[config.mk]
export PLATFORM = sky130hd
export DESIGN_NAME = fetch_ctrl
export DESIGN_NICKNAME = d
export VERILOG_FILES = /design/src/rtl/cpu_defs_pkg.sv /design/src/rtl/fetch_redirect_arb.sv /design/src/rtl/fetch_ctrl.sv
export SDC_FILE = /design/constraint.sdc
export NUM_CORES = 1
export LEC_CHECK = 0
export BUFFER_PORTS_ARGS = -buffer_cell sky130_fd_sc_hd__buf_2
export CORE_ASPECT_RATIO = 1.5
export CORE_UTILIZATION = 52
export DETAILED_ROUTE_END_ITERATION = 8
export PLACE_DENSITY = 0.86
export SETUP_SLACK_MARGIN = 0.15
export SYNTH_ARGS = -nofsm -noshare
export SYNTH_HDL_FRONTEND = slang
export SYNTH_SLANG_ARGS = --single-unit
[constraint.sdc]
create_clock -name clk -period 4.55 [get_ports clk]
set_input_delay 1.1375 -clock clk [delete_from_list [all_inputs] [get_ports clk]]
set_output_delay 1.1375 -clock clk [all_outputs]
set_load 0.03 [all_outputs]
[src/rtl/cpu_defs_pkg.sv]
// cpu_defs: shared fetch-stage state encoding and fixed fetch addresses
package cpu_defs;
    typedef enum logic [1:0] {
        FS_REQ  = 2'd0,
        FS_WAIT = 2'd1,
        FS_HOLD = 2'd2
    } fs_state_t;
    localparam logic [31:0] RESET_PC = 32'hbfc00000;
    localparam logic [31:0] EXC_VEC  = 32'hbfc00380;
endpackage

[src/rtl/fetch_redirect_arb.sv]
// fetch_redirect_arb: priority mux of redirect sources (exception > eret > branch)
module fetch_redirect_arb #(
    parameter logic [31:0] EXC_VEC = cpu_defs::EXC_VEC
) (
    input  logic        exc_valid,
    input  logic        eret_valid,
    input  logic        br_valid,
    input  logic [31:0] epc,
    input  logic [31:0] br_target,
    output logic        redir,
    output logic [31:0] redir_target
);
    // pick the highest-priority redirect target; redir flags any source
    always_comb begin
        redir        = exc_valid | eret_valid | br_valid;
        redir_target = exc_valid ? EXC_VEC : eret_valid ? epc : br_target;
    end
endmodule

[src/rtl/fetch_ctrl.sv]
// fetch_ctrl: fetch PC owner, single-outstanding instruction port sequencer and decode buffer
module fetch_ctrl
    import cpu_defs::*;
#(
    parameter logic [31:0] RESET_PC = cpu_defs::RESET_PC,
    parameter logic [31:0] EXC_VEC  = cpu_defs::EXC_VEC
) (
    input  logic        clk,
    input  logic        rst,
    input  logic        exc_valid,
    input  logic        eret_valid,
    input  logic [31:0] epc,
    input  logic        br_valid,
    input  logic [31:0] br_target,
    input  logic        id_allowin,
    output logic        inst_req,
    output logic [31:0] inst_addr,
    input  logic        inst_addr_ok,
    input  logic        inst_data_ok,
    input  logic [31:0] inst_rdata,
    output logic        fs_valid,
    output logic [31:0] fs_pc,
    output logic [31:0] fs_inst
);
    fs_state_t   state_q, state_d;
    logic [31:0] fetch_pc_q, fetch_pc_d;
    logic        discard_q, discard_d;
    logic        fs_valid_q, fs_valid_d;
    logic [31:0] fs_pc_q, fs_pc_d;
    logic [31:0] fs_inst_q, fs_inst_d;
    logic        redir;
    logic [31:0] redir_target;
    logic        addr_hs;

    fetch_redirect_arb #(.EXC_VEC(EXC_VEC)) u_arb (
        .exc_valid    (exc_valid),
        .eret_valid   (eret_valid),
        .br_valid     (br_valid),
        .epc          (epc),
        .br_target    (br_target),
        .redir        (redir),
        .redir_target (redir_target)
    );

    assign inst_req  = (state_q == FS_REQ) & rst;
    assign inst_addr = fetch_pc_q;
    assign addr_hs   = inst_req & inst_addr_ok;
    assign fs_valid  = fs_valid_q;
    assign fs_pc     = fs_pc_q;
    assign fs_inst   = fs_inst_q;

    // next-state: request/wait/hold sequencing with redirects overriding the PC and killing stale data
    always_comb begin
        state_d    = state_q;
        fetch_pc_d = fetch_pc_q;
        discard_d  = discard_q;
        fs_valid_d = fs_valid_q;
        fs_pc_d    = fs_pc_q;
        fs_inst_d  = fs_inst_q;
        case (state_q)
            FS_REQ: begin
                fetch_pc_d = redir ? redir_target : fetch_pc_q;
                if (addr_hs) begin
                    state_d   = FS_WAIT;
                    discard_d = redir;
                end
            end
            FS_WAIT: begin
                fetch_pc_d = redir ? redir_target : fetch_pc_q;
                if (inst_data_ok && !discard_q && !redir) begin
                    fs_inst_d  = inst_rdata;
                    fs_pc_d    = fetch_pc_q;
                    fetch_pc_d = fetch_pc_q + 32'd4;
                    fs_valid_d = 1'b1;
                    state_d    = FS_HOLD;
                end else if (inst_data_ok) begin
                    discard_d = 1'b0;
                    state_d   = FS_REQ;
                end else if (redir) begin
                    discard_d = 1'b1;
                end
            end
            FS_HOLD: begin
                if (redir || id_allowin) begin
                    fs_valid_d = 1'b0;
                    fetch_pc_d = redir ? redir_target : fetch_pc_q;
                    state_d    = FS_REQ;
                end
            end
            default: state_d = FS_REQ;
        endcase
    end

    // state registers with synchronous active-low reset
    always_ff @(posedge clk) begin
        if (!rst) begin
            state_q    <= FS_REQ;
            fetch_pc_q <= RESET_PC;
            discard_q  <= 1'b0;
            fs_valid_q <= 1'b0;
            fs_pc_q    <= 32'd0;
            fs_inst_q  <= 32'd0;
        end else begin
            state_q    <= state_d;
            fetch_pc_q <= fetch_pc_d;
            discard_q  <= discard_d;
            fs_valid_q <= fs_valid_d;
            fs_pc_q    <= fs_pc_d;
            fs_inst_q  <= fs_inst_d;
        end
    end
endmodule
# --- Word-level counts from Yosys, hierarchy flattened ---
# Cells that the tools add are included.
classes:
  n_mux: 19
  addsub: 1
  bitwise: 4
  n_eq_ne: 8
  n_reduce_logical: 14
op_table:
  columns: ["operator", "count"]
  rows:
  - ["two-way mux 32 bit", 5]
  - ["one-hot mux 32 bit (3 select lines)", 1]
  - ["adder 32 x 3 -> 32 bit, second input constant", 1]
  - ["two-way mux 2 bit", 4]
  - ["!= test 2 bit, second input constant", 4]
  - ["two-way mux 1 bit", 6]
  - ["!= test 3 bit, second input constant", 2]
  - ["one-hot mux 2 bit (3 select lines)", 1]
  - ["AND reduction 3 bit", 2]
  - ["one-hot mux 1 bit (2 select lines)", 2]
  - ["AND reduction 2 bit", 2]
  - ["AND reduction 4 bit", 1]
  - ["nonzero test 2 bit", 2]
  - ["nonzero test 3 bit", 1]
  - ["bitwise AND 1 bit", 2]
  - ["equality test 2 x 1 -> 1 bit, second input constant", 1]
  - ["equality test 2 bit, second input constant", 1]
  - ["logical AND 1 bit", 2]
  - ["zero test 1 bit", 2]
  - ["zero test 2 bit", 1]
  - ["bitwise OR 1 bit", 2]
  - ["logical OR 1 bit", 1]
word_totals:
  register_bits: 100
  out_inout_bits: 98
  elab_cells: 52

# --- Longest topological paths before layout ---
# Gate-level depths: netlist of run 1.
depth:
  ltp_word: 6
  depth_mapped: 8

# --- By module ---
# A second synthesis of run 1 with hierarchy kept.
unflattened:
  hier_cells: 634
  hier_area_um2: 4983.5
modules_own_cells:
  columns: ["module", "area_per_inst_um2", "seq_area_each_um2", "n_inst", "cells_each"]
  rows:
  - ["fetch_ctrl", 4438.0, 2001.9, 1, 561]
  - ["fetch_redirect_arb", 545.5, 0.0, 1, 73]

# --- Worst setup path after synthesis of run 1 ---
# No wires, ideal clock.
synth_timing:
  path_kind: "input -> output"
  start: "input rst"
  end: "output inst_req"
  path_stages: 3
  setup_slack_ps: 1551
  n_path_buf: 1
  arrival_ps: 1862
  required_time_ps: 3413
  path_cell_list: "clkbuf_1 -> nand2_1 -> nor2_1"
synth_via:
  elab_chain_len: 1
synth_rtl:
  columns: ["element", "line_no", "text"]
  rows:
  - ["start, declared", "fetch_ctrl.sv:9", "input logic rst,"]
  - ["bitwise AND 1 bit", "fetch_ctrl.sv:45", "assign inst_req = (state_q == FS_REQ) & rst;"]
  - ["end, declared", "fetch_ctrl.sv:16", "output logic inst_req,"]
# Every way passes these cells.

# --- Worst setup path after layout of run 1 ---
layout_timing:
  start: "input eret_valid"
  end: "register fetch_pc_q[13] (netlist: inst_addr[13])"
layout_via:
  elab_chain_len: 6
  elab_cells_between_ends: 13
layout_rtl:
  columns: ["element", "line_no", "text"]
  rows:
  - ["start, declared", "fetch_ctrl.sv:11", "input logic eret_valid,"]
  - ["bitwise OR 1 bit (2 in a row)", "fetch_redirect_arb.sv:15", "redir = exc_valid | eret_valid | br_valid;"]
  - ["zero test 1 bit", "fetch_ctrl.sv:70", "if (inst_data_ok && !discard_q && !redir) begin"]
  - ["logical AND 1 bit", "fetch_ctrl.sv:70", null]
  - ["two-way mux 32 bit", "fetch_ctrl.sv:70", null]
  - ["one-hot mux 32 bit (3 select lines)", "fetch_ctrl.sv:60", "case (state_q)"]
  - ["end signal, assigned", "fetch_ctrl.sv:105", "fetch_pc_q <= fetch_pc_d;"]
  - ["end, declared", "fetch_ctrl.sv:26", "logic [31:0] fetch_pc_q, fetch_pc_d;"]
# Several ways; a longest one is shown, not always the timed one. The select of a mux whose other input is x is not followed.
# A chain may end at the register's enable or synchronous reset.

==> flow_summary.rst, run 1 <==
.. list-table::
   :header-rows: 1

   * - Metric
     - Value
   * - Via density per instance
     - 5.95
   * - Drt initial violations
     - 536
   * - Final net count
     - 914
   * - Final HPWL DP
     - around 11 mm
   * - Number of nets still failing antenna checks after routing
     - 0
   * - Clk root buf
     - sky130_fd_sc_hd__clkbuf_16
   * - Clock Tree Buf Depth
     - 2
   * - Initial Util
     - 53.1%
   * - Critical path startpoint category
     - input pin
   * - Mapped Cells
     - 640
   * - Area growth, synth to finish
     - 27.5%
   * - Count of cells resized by post-cts repair
     - 0
   * - Depth of the worst register-to-register path
     - 6
   * - TritonCTS clock tree
     - yes
   * - Final setup slack of the worst path
     - 1380 ps
   * - Largest clock skew in the final design
     - 8.31 ps
   * - Drt total wl
     - 15.2 mm
   * - Cell Pwr Density
     - around 320 nW/um^2
   * - Biggest fanout along the worst timing path
     - between 40 and 50
   * - Proportion of synthesized chip area in sequential cells
     - 41.0%
   * - Number of buffers inserted by post-CTS setup repair
     - 0
   * - Shortest clock period the worst path allows after layout
     - 3170 ps
   * - Class of the most critical setup path
     - input pin to flop
   * - Vias in the first global route
     - just over 5000
   * - Total of endpoints with negative setup slack in the final report
     - 0
   * - Post-synth EDFFs
     - 0
   * - Quantity of I/O buffers inserted on ports
     - 201
   * - Boundary Pins
     - 202
   * - Average detailed-routed wire length per instance
     - about 16 um
   * - Via count
     - 5508
   * - Setup repair after global routing missed its margin
     - false
   * - Syn_area_per_cell
     - roughly 7.6 um^2
   * - Max-slew headroom at the worst pin
     - 29.4%
   * - Syn Std Cell Area
     - 4890 um^2
   * - Hold Crit Depth
     - 2
   * - Worst setup EP type
     - flop
   * - Number of hold buffers added after cts
     - 0
   * - Critical path's slowest cell
     - sky130_fd_sc_hd__or3_1
   * - IR drop worst, VDD
     - roughly 220 uV
   * - Maximum number of pins on one net before global-route repair
     - 59
   * - Number of diodes added for antenna fixing
     - 0
   * - Class of the tightest hold or removal check
     - flop to flop
   * - Number of clock sinks
     - 100
   * - CP required
     - 4730 ps
   * - Synthesized Nets
     - 745
   * - Standard-cell rows
     - 43
   * - Async set-reset flop share out of synthesis
     - 0%
   * - Post-placement setup slack
     - 1090 ps
   * - Count of distinct cell types in the synthesized netlist
     - 63
   * - Least-Margin Pin Slew
     - between 1000 and 1500 ps
   * - CP cell instances
     - buf_2 > buf_4 > or3_1 > nor2_4 > buf_12 > o41ai_1 > a21oi_1 > a2111oi_0
   * - Total number of H-tree levels
     - 3
   * - Main synth FF type
     - sky130_fd_sc_hd__dfxtp_1
   * - All-layer global routing usage
     - 31.3%
   * - Antenna violations before repair
     - 0
   * - Register bit total from synthesis
     - 100
   * - Maximum single-stage delay on the critical path
     - about 530 ps
   * - Die Y-Extent
     - between 100 and 150 um
   * - Total count of max-transition violations in the final report
     - 0
   * - Status
     - completed
   * - Max_cap viols
     - 0
   * - Number of CTS-inserted buffers
     - 9
   * - Fillers
     - around 770
   * - Total of warnings raised by yosys
     - 0
   * - Setup_tns
     - 0 ps
   * - Final period utilization
     - 69.6%
   * - Clock transition at the registers of the reported paths
     - 70 ps
   * - Critical path data arrival time
     - about 3400 ps
   * - Number of hold-slack violations in the final timing report
     - 0
   * - First-pass GRT wire length
     - 23.9 mm
   * - Routability Congestion
     - between 0.9 and 1
   * - Clock latency on the worst-skew pair
     - 350 ps
   * - Drt first pass iters
     - 5
   * - Fmax achieved
     - approximately 320 MHz
   * - Placeable core region
     - 9200 um^2
   * - Share of post-route cells with drive strength above 1
     - 29.6%
   * - Gr ovfl total
     - 0
   * - Area enclosed by the die boundary
     - 9800 um^2
   * - DRC violation count after routing
     - 0
   * - Horizontal die dimension
     - ~81 um
   * - P_leak
     - about 2.7 nW
## stage by stage
step	util, %	total power [mW]	cell area [um^2]	hold slack [ps]	instances
finish	67.7	1.98	6230	452	926
global route	67.7	2.05	6230	471	926
CTS	67.7	1.98	6230	454	926
detailed placement	64.2	1.17	5910	445	910
global placement	64.2	1.17	5910	440	910
floorplan	-	1.08	4890	510	640
## state kept, by name, indices dropped and copies added, names as in the netlist
register / count
fs_pc: 32
fs_inst: 32
inst_addr: 32
discard_q: 1
state_q: 2
fs_valid: 1
## kinds of logic (layout without fill, tap and decap cells)
logic type | Yosys count | in the layout | share of synthesized area [%]
and+or+nand+nor | 266 | 266 | 25.3
buffers and inverters | 59 | 233 | 4.87
xor gates and xnor gates | 3 | 3 | 0.538
muxes | 24 | 24 | 4.99
DFF | 100 | 100 | 41.0
adders and majority gates | 1 | 1 | 0.256
AOI/OAI and AO/OA | 187 | 187 | 23.1
## report_power, final
part	internal [mW]	leakage, nW	switching [mW]	total, mW
combinational	0.0904	1.73	0.140	0.231
clock	0.482	0.149	0.339	0.821
sequential	0.894	0.811	0.0327	0.927
## path summary, 6_finish.rpt
kind	from	to	slack (ps)
hold / removal	fs_inst[13]	fs_inst[13]	450
setup / recovery	eret_valid	inst_addr[13]	1380
hold reg to reg	fs_inst[13]	fs_inst[13]	450
setup reg to reg	inst_addr[2]	inst_addr[30]	1940
## cells in the final DEF (no fill, tap or decap), drive strengths merged, types with 4 or more instances in the layout
cell type and instances:
nor3 15, a221oi 5, o21a 5, nor2 21, buf 209, and3 7
nand2 161, clkbuf 10, inv 7, o211ai 6, nand4 11, o21ai 32
a31oi 4, nand3 16, or3 4, mux2i 21, nor4 8, nand2b 6
dfxtp 100, a211oi 4, a21oi 96, nor2b 4
## layer usage
layer	part of all wire, %	global-route usage, %	vias up
met1	37	35.7	2520
met3	8.6	7.32	61
met5	0	0	-
li1	-	-	2610
met2	50	52.4	317
met4	4.0	17.7	0
## worst max-delay path: cells and delay by family
| family | cells | cell delay [ps] |
|---|---|---|
| and+or+nand+nor | 2 | 1000 |
| buffers and inverters | 3 | 850 |
| AOI/OAI and AO/OA | 3 | 370 |
## area by class of cell
| type | instances | area (um^2) | area share, % |
|---|---|---|---|
| Tap cell | 112 | 140 | 2.25 |
| Clock buffer | 10 | 229 | 3.68 |
| Inverter | 8 | 30.0 | 0.482 |
| Timing Repair Buffer | 209 | 1080 | 17.3 |
| Sequential cell | 100 | 2000 | 32.1 |
| Clock inverter | 6 | 88.8 | 1.43 |
| Multi-Input combinational cell | 481 | 2660 | 42.7 |
## Yosys cell counts (3+ instances only)
cell type / number / share of area, %
sky130_fd_sc_hd__nand2_1: 161 / 12
sky130_fd_sc_hd__a22oi_1: 3 / 0.46
sky130_fd_sc_hd__o21a_1: 5 / 0.77
sky130_fd_sc_hd__dfxtp_1: 100 / 41
sky130_fd_sc_hd__and3_1: 7 / 0.90
sky130_fd_sc_hd__o22ai_1: 3 / 0.38
sky130_fd_sc_hd__mux2_2: 3 / 0.69
sky130_fd_sc_hd__nand4_1: 9 / 1.2
sky130_fd_sc_hd__o211ai_1: 6 / 0.92
sky130_fd_sc_hd__nor2b_1: 4 / 0.51
sky130_fd_sc_hd__nor2_1: 21 / 1.6
sky130_fd_sc_hd__a211oi_1: 4 / 0.61
sky130_fd_sc_hd__buf_1: 4 / 0.31
sky130_fd_sc_hd__nand3_1: 16 / 1.6
sky130_fd_sc_hd__buf_2: 13 / 1.3
sky130_fd_sc_hd__clkbuf_1: 34 / 2.6
sky130_fd_sc_hd__or3_1: 4 / 0.51
sky130_fd_sc_hd__o2111a_1: 3 / 0.69
sky130_fd_sc_hd__a31oi_1: 4 / 0.51
sky130_fd_sc_hd__a41oi_1: 3 / 0.54
sky130_fd_sc_hd__mux2i_1: 21 / 4.3
sky130_fd_sc_hd__inv_1: 6 / 0.46
sky130_fd_sc_hd__nor4_1: 6 / 0.77
sky130_fd_sc_hd__o21ai_0: 30 / 3.1
sky130_fd_sc_hd__nor3_1: 14 / 1.4
sky130_fd_sc_hd__a21oi_1: 96 / 9.8
sky130_fd_sc_hd__nand2b_1: 6 / 0.77
sky130_fd_sc_hd__a221oi_1: 5 / 0.90
Note: power is estimated with default switching activity, not from simulation.
==> run 2, diff against run 1 <==
Settings changed: CORE_UTILIZATION 52 to 44, PLACE_DENSITY 0.86 to 0.77.
Clock period 4.55 ns to 2.8 ns, I/O delays scaled along.
==> run 2 against run 1 <==
Against the previous run:
- non-clock buffer count up 19
- flip-flop and latch count unchanged
- utilization down 7.6 points
- clock skew down 1.2 ps
- critical endpoint is now inst_addr[24]
==> flow_summary.rst, run 2 (synthesis results as in run 1) <==
.. list-table::
   :header-rows: 1

   * - Metric
     - Value
   * - Design internal power
     - 2.41 mW (+64%)
   * - P_leak
     - 2.80 nW (+4.0%)
   * - Share of total power consumed by net switching
     - 26.6% (+0.70 points)
   * - Combinational Power Share
     - 12.2% (+0.5 points)
   * - Standard-cell rows
     - 46 (+7.0%)
   * - Number of clock sinks
     - 100 (unchanged)
   * - Fmax achieved
     - 401 MHz
   * - Critical path data arrival time
     - 2710 ps (-640 ps)
   * - Critical path startpoint category
     - flop
   * - Number of buffers inserted by post-CTS setup repair
     - 0 (unchanged)
   * - Number of hold-slack violations in the final timing report
     - 0 (unchanged)
   * - Horizontal die dimension
     - 88.0 um (+8.5%)
   * - Shortest clock period the worst path allows after layout
     - 2490 ps
   * - Clk network pwr share
     - 42.2% (+0.7 points)
   * - Max-slew headroom at the worst pin
     - 52.3% (+23 points)
   * - Via density per instance
     - 5.68 (-4.5%)
   * - TritonCTS clock tree
     - yes
   * - Vias in the first global route
     - 5215 (+2.3%)
   * - DRC violation count after routing
     - 0 (unchanged)
   * - Part of the power in registers
     - 45.7% (-1.2 points)
   * - Final setup slack of the worst path
     - 306 ps (-1080 ps)
   * - Worst setup EP type
     - flop
   * - Total of endpoints with negative setup slack in the final report
     - 0 (unchanged)
   * - Largest clock skew in the final design
     - 7.14 ps (-1.17 ps)
   * - Leading cell type in the layout, fill and taps excluded
     - sky130_fd_sc_hd__buf_2
   * - Count of cells resized by post-cts repair
     - 0 (unchanged)
   * - Crit path launch
     - inst_addr[3]
   * - CP cell instances
     - ha_1 > nand4_2 > or4_4 > or4_1 > nand3_1 > nand4_1
   * - P_sw
     - 873 uW (+71%)
   * - Total number of H-tree levels
     - 3 (unchanged)
   * - Average detailed-routed wire length per instance
     - 16.5 um (+0.45%)
   * - Gr ovfl total
     - 0 (unchanged)
   * - Placeable core region
     - 10700 um^2 (+16%)
   * - Via count
     - 5551 (+0.78%)
   * - Number of nets still failing antenna checks after routing
     - 0 (unchanged)
   * - Final net count
     - 933 (+2.1%)
   * - Final period utilization
     - 89.1%
   * - Clock latency on the worst-skew pair
     - 350 ps (about the same)
   * - Hold slack final
     - 453 ps (+1.78 ps)
   * - Total count of max-transition violations in the final report
     - 0 (unchanged)
   * - Setup repair after global routing missed its margin
     - false
   * - CP required
     - 3020 ps (-1710 ps)
   * - Biggest fanout along the worst timing path
     - 7 (-85%)
   * - Status
     - completed
   * - Drt total wl
     - 16.1 mm (+6.0%)
   * - Multi-input gate area
     - 2660 um^2 (+0.14%)
   * - Final HPWL DP
     - 11.8 mm (+8.5%)
   * - Routability Congestion
     - 0.908 (-4.6%)
   * - Class of the tightest hold or removal check
     - flop to flop
   * - Drt initial violations
     - 444 (-17%)
   * - Boundary Pins
     - 202 (unchanged)
   * - Critical path's slowest cell
     - sky130_fd_sc_hd__or4_4
   * - Maximum number of pins on one net before global-route repair
     - 54 (-8.5%)
   * - Worst hold start
     - fs_pc[8]
   * - Quantity of I/O buffers inserted on ports
     - 201 (unchanged)
   * - Clock transition at the registers of the reported paths
     - 70 ps (about the same)
   * - Least-Margin Pin Slew
     - 710 ps (-348 ps)
   * - Drt first pass iters
     - 5 (unchanged)
   * - Clk root buf
     - sky130_fd_sc_hd__clkbuf_16
   * - Number of diodes added for antenna fixing
     - 0 (unchanged)
   * - Number of CTS-inserted buffers
     - 9 (unchanged)
   * - Cell Pwr Density
     - 511 nW/um^2 (+61%)
   * - All-layer global routing usage
     - 28.0% (-3.4 points)
   * - Maximum single-stage delay on the critical path
     - 660 ps (+130 ps)
   * - Area enclosed by the die boundary
     - 11500 um^2 (+18%)
   * - IR drop worst, VDD
     - 330 uV (+52%)
   * - Most frequent cells in the layout
     - sky130_fd_sc_hd__buf_2, sky130_fd_sc_hd__nand2_1, sky130_fd_sc_hd__dfxtp_1, sky130_fd_sc_hd__a21oi_1, sky130_fd_sc_hd__o21ai_0
   * - Post-placement setup slack
     - 211 ps (-876 ps)
   * - Class of the most critical setup path
     - flop to flop
   * - Initial Util
     - 45.6% (-7.5 points)
   * - Antenna violations before repair
     - 0 (unchanged)
   * - Share of post-route cells with drive strength above 1
     - 31.5% (+1.8 points)
   * - Fillers
     - 1011 (+32%)
   * - First-pass GRT wire length
     - 25.1 mm (+4.9%)
   * - FF/Latch Area
     - 2000 um^2 (unchanged)
   * - Die Y-Extent
     - 131 um (+8.6%)
   * - Number of hold buffers added after cts
     - 0 (unchanged)
   * - Clock Tree Buf Depth
     - 2 (unchanged)
   * - Max_cap viols
     - 0 (unchanged)
   * - Setup_tns
     - 0 ps (unchanged)
   * - RR Startpoint
     - inst_addr[3]
   * - Area growth, synth to finish
     - 31.6%
==> run 2: cell count changes in the layout (fill, tap and decap cells not counted), sizes merged <==
cell	previous run	this run
clkinvlp	2	0
buf	209	228
clkinv	3	2
clkbuf	10	9
inv	7	11
==> run 2: through the flow <==
stage / instances / utilization (%) / area (um^2) / total power [mW]
3_3_place_gp: 961 / 56.9 / 6090 / 1.92
2_1_floorplan: 640 / - / 4890 / 1.75
3_5_place_dp: 961 / 56.9 / 6090 / 1.93
5_1_grt: 977 / 60.1 / 6430 / 3.41
4_1_cts: 977 / 60.0 / 6420 / 3.30
6_report: 977 / 60.1 / 6430 / 3.29
==> run 2: power groups by stage <==
stage	combinational [mW]	sequential (mW)	clock (mW)
6_report	0.399	1.50	1.39
5_1_grt	0.429	1.51	1.47
4_1_cts	0.396	1.50	1.41
3_5_place_dp	0.394	1.53	0
3_3_place_gp	0.386	1.53	0
2_1_floorplan	0.174	1.58	0
==> run 2: area by class of cell <==
type	count	area share, %
multi-input cells	481	41.4
well taps	144	2.80
repair buffers	228	19.0
clock inverters	7	1.65
clock buffers	9	3.50
flip-flops and latches	100	31.1
inverters	8	0.467
==> run 2: worst paths after layout <==
check | end | slack (ps) | cells past startpoint
worst max register to register | inst_addr[24] | 310 | 6
worst min-delay path | fs_pc[8] | 450 | 2
worst min register to register | fs_pc[8] | 450 | 2
worst max-delay path | inst_addr[24] | 310 | 6
==> run 2: worst max-delay path: cells and delay by family (launching register included) <==
kind          cells  cell delay [ps]
fa+ha+maj         1              300
flops             1              450
simple gates      5             1610
==> run 2: per-layer routing <==
metal	wire length [um]	global-route usage, %	vias to the layer above
li1	-	-	2646
met1	6230	32.2	2561
met2	8000	48.4	295
met3	1340	5.89	49
met4	556	14.3	0
met5	0	0	-
==> run 3, diff against run 2 <==
==> constraint.sdc (replaced) <==
create_clock -name clk -period 2.8 [get_ports clk]
set_input_delay 0.42 -clock clk [delete_from_list [all_inputs] [get_ports clk]]
set_output_delay 0.42 -clock clk [all_outputs]
set_load 0.03 [all_outputs]
==> run 3 against run 2 <==
Against the previous run:
- sequential power is essentially flat
- non-clock buffer count shrank 5
- via count shrank 1.4%
- design area shrank 1.2%
- power shrank 5.1%
- fmax grew 1.0%
- combinational power shrank 3%
- clock skew grew 2.3 ps
- flip-flop and latch count is the same
- sequential share of layout area grew 0.37 points
- hold slack lost 150 ps
- first-iteration DRC count shrank 3.6%
- critical endpoint unchanged
==> flow_summary.rst, run 3 (synthesis results as in run 1) <==
.. list-table::
   :header-rows: 1

   * - Metric
     - Value
   * - Status
     - completed
   * - Final net count
     - 928 (-0.54%)
   * - Via count
     - 5476 (-1.4%)
   * - Max-slew headroom at the worst pin
     - 53.0% (+0.76 points)
   * - Vias in the first global route
     - 5162 (-1.0%)
   * - Boundary Pins
     - 202 (unchanged)
   * - Max_cap viols
     - 0 (unchanged)
   * - Shortest clock period the worst path allows after layout
     - 2470 ps (-25.7 ps)
   * - Count of cells resized by post-cts repair
     - 0 (unchanged)
   * - Clk root buf
     - sky130_fd_sc_hd__clkbuf_16
   * - Design internal power
     - 2.24 mW (-7.3%)
   * - Average detailed-routed wire length per instance
     - 16.4 um (-0.91%)
   * - Share of total power consumed by net switching
     - 28.3% (+1.7 points)
   * - P_sw
     - 882 uW (+1.0%)
   * - First-pass GRT wire length
     - 24.5 mm (-2.1%)
   * - Setup repair after global routing missed its margin
     - false
   * - All-layer global routing usage
     - 27.3% (-0.66 points)
   * - Placeable core region
     - 10700 um^2 (unchanged)
   * - Multi-input gate area
     - 2660 um^2 (unchanged)
   * - Area growth, synth to finish
     - 30.0%
   * - Clock latency on the worst-skew pair
     - 350 ps (about the same)
   * - Class of the most critical setup path
     - flop to flop
   * - Drt total wl
     - 15.9 mm (-1.4%)
   * - Clk network pwr share
     - 39.4% (-2.8 points)
   * - Most frequent cells in the layout
     - sky130_fd_sc_hd__buf_2, sky130_fd_sc_hd__nand2_1, sky130_fd_sc_hd__dfxtp_1, sky130_fd_sc_hd__a21oi_1, sky130_fd_sc_hd__o21ai_0
   * - Design area
     - 6350 um^2 (-1.2%)
   * - Hold slack final
     - 301 ps (-152 ps)
   * - Die Y-Extent
     - 131 um (unchanged)
   * - Number of diodes added for antenna fixing
     - 0 (unchanged)
   * - TritonCTS clock tree
     - yes
   * - Total count of max-transition violations in the final report
     - 0 (unchanged)
   * - Number of nets still failing antenna checks after routing
     - 0 (unchanged)
   * - R2R setup slack
     - 330 ps (+30 ps)
   * - Number of buffers inserted by post-CTS setup repair
     - 0 (unchanged)
   * - DRC violation count after routing
     - 0 (unchanged)
   * - Final HPWL DP
     - 11.7 mm (-1.2%)
   * - Via density per instance
     - 5.63 (-0.84%)
   * - Clock Tree Buf Depth
     - 2 (unchanged)
   * - IR drop worst, VDD
     - 346 uV (+4.9%)
   * - Number of clock sinks
     - 100 (unchanged)
   * - Final period utilization
     - 88.2% (-0.92 points)
   * - FF/Latch Area
     - 2000 um^2 (unchanged)
   * - Drt initial violations
     - 428 (-3.6%)
   * - P_leak
     - 2.75 nW (-1.7%)
   * - Class of the tightest hold or removal check
     - input pin to flop
   * - Antenna violations before repair
     - 0 (unchanged)
   * - Fmax achieved
     - 405 MHz (+1.0%)
   * - Number of hold-slack violations in the final timing report
     - 0 (unchanged)
   * - Initial Util
     - 45.6% (unchanged)
   * - Biggest fanout along the worst timing path
     - 8 (+1)
   * - Number of CTS-inserted buffers
     - 9 (unchanged)
   * - Least-Margin Pin Slew
     - 699 ps (-11.4 ps)
   * - Placed instance area
     - 6060 um^2 (-0.62%)
   * - Maximum number of pins on one net before global-route repair
     - 32 (-41%)
   * - Routability Congestion
     - 0.936 (+3.1%)
   * - Clock transition at the registers of the reported paths
     - 80 ps (about the same)
   * - Area enclosed by the die boundary
     - 11500 um^2 (unchanged)
   * - Total of endpoints with negative setup slack in the final report
     - 0 (unchanged)
   * - Part of the power in registers
     - 48.2% (+2.5 points)
   * - Critical path startpoint category
     - flop
   * - Number of hold buffers added after cts
     - 0 (unchanged)
   * - CP required
     - 3020 ps (about the same)
   * - Leading cell type in the layout, fill and taps excluded
     - sky130_fd_sc_hd__buf_2
   * - Cell Pwr Density
     - 491 nW/um^2 (-3.9%)
   * - Critical path data arrival time
     - 2690 ps (-20 ps)
   * - Share of post-route cells with drive strength above 1
     - 31.0% (-0.41 points)
   * - Standard-cell rows
     - 46 (unchanged)
   * - Largest clock skew in the final design
     - 9.40 ps (+2.26 ps)
   * - Total number of H-tree levels
     - 3 (unchanged)
   * - Worst setup EP type
     - flop
   * - Horizontal die dimension
     - 88.0 um (unchanged)
   * - Setup_tns
     - 0 ps (unchanged)
   * - Drt first pass iters
     - 5 (unchanged)
   * - Gr ovfl total
     - 0 (unchanged)
   * - Fillers
     - 1010 (-0.099%)
   * - Quantity of I/O buffers inserted on ports
     - 201 (unchanged)
   * - Combinational Power Share
     - 12.4% (+0.2 points)
[run 3: power groups by stage]
stage | sequential [mW] | clock, mW | combinational [mW]
floorplan | 1.58 | 0 | 0.174
global placement | 1.53 | 0 | 0.375
detailed placement | 1.54 | 0 | 0.383
CTS | 1.50 | 1.25 | 0.385
global route | 1.51 | 1.31 | 0.415
finish | 1.50 | 1.23 | 0.387
[run 3: routing by layer]
layer | global-route usage [%] | wire length, um | vias to the layer above
met4 | 13.3 | 447 | 0
met5 | 0 | 0 | -
met2 | 47.9 | 8090 | 290
li1 | - | - | 2638
met3 | 5.89 | 1340 | 37
met1 | 31.1 | 6030 | 2511
[run 3: through the flow]
step	instances	setup slack [ps]	utilization [%]	total power [mW]
global placement	956	381	56.6	1.91
global route	972	170	59.4	3.23
floorplan	640	286	-	1.75
detailed placement	956	273	56.6	1.92
CTS	972	264	59.3	3.14
finish	972	331	59.4	3.12
[run 3: final timing paths]
path | cells past startpoint | start | end
worst max-delay path | 6 | inst_addr[2] | inst_addr[24]
worst max register to register | 6 | inst_addr[2] | inst_addr[24]
worst min register to register | 2 | fs_pc[14] | fs_pc[14]
worst min-delay path | 3 | inst_rdata[30] | fs_inst[30]
[run 3: final cells by class]
| class | count | share of cell area [%] |
|---|---|---|
| tap | 144 | 2.84 |
| clock inverter | 7 | 1.08 |
| clock buffer | 9 | 3.54 |
| timing repair buffer | 223 | 18.6 |
| inverter | 8 | 0.473 |
| sequential | 100 | 31.5 |
| multi-input combinational | 481 | 41.9 |
[run 3: worst max-delay path, stage by stage (launching register included)]
cell and delay [ps]:
sky130_fd_sc_hd__dfxtp_1 480, sky130_fd_sc_hd__ha_1 320, sky130_fd_sc_hd__nand4_2 190, sky130_fd_sc_hd__or4_4 640, sky130_fd_sc_hd__or4_1 510, sky130_fd_sc_hd__nand3_1 100
sky130_fd_sc_hd__nand4_1 100
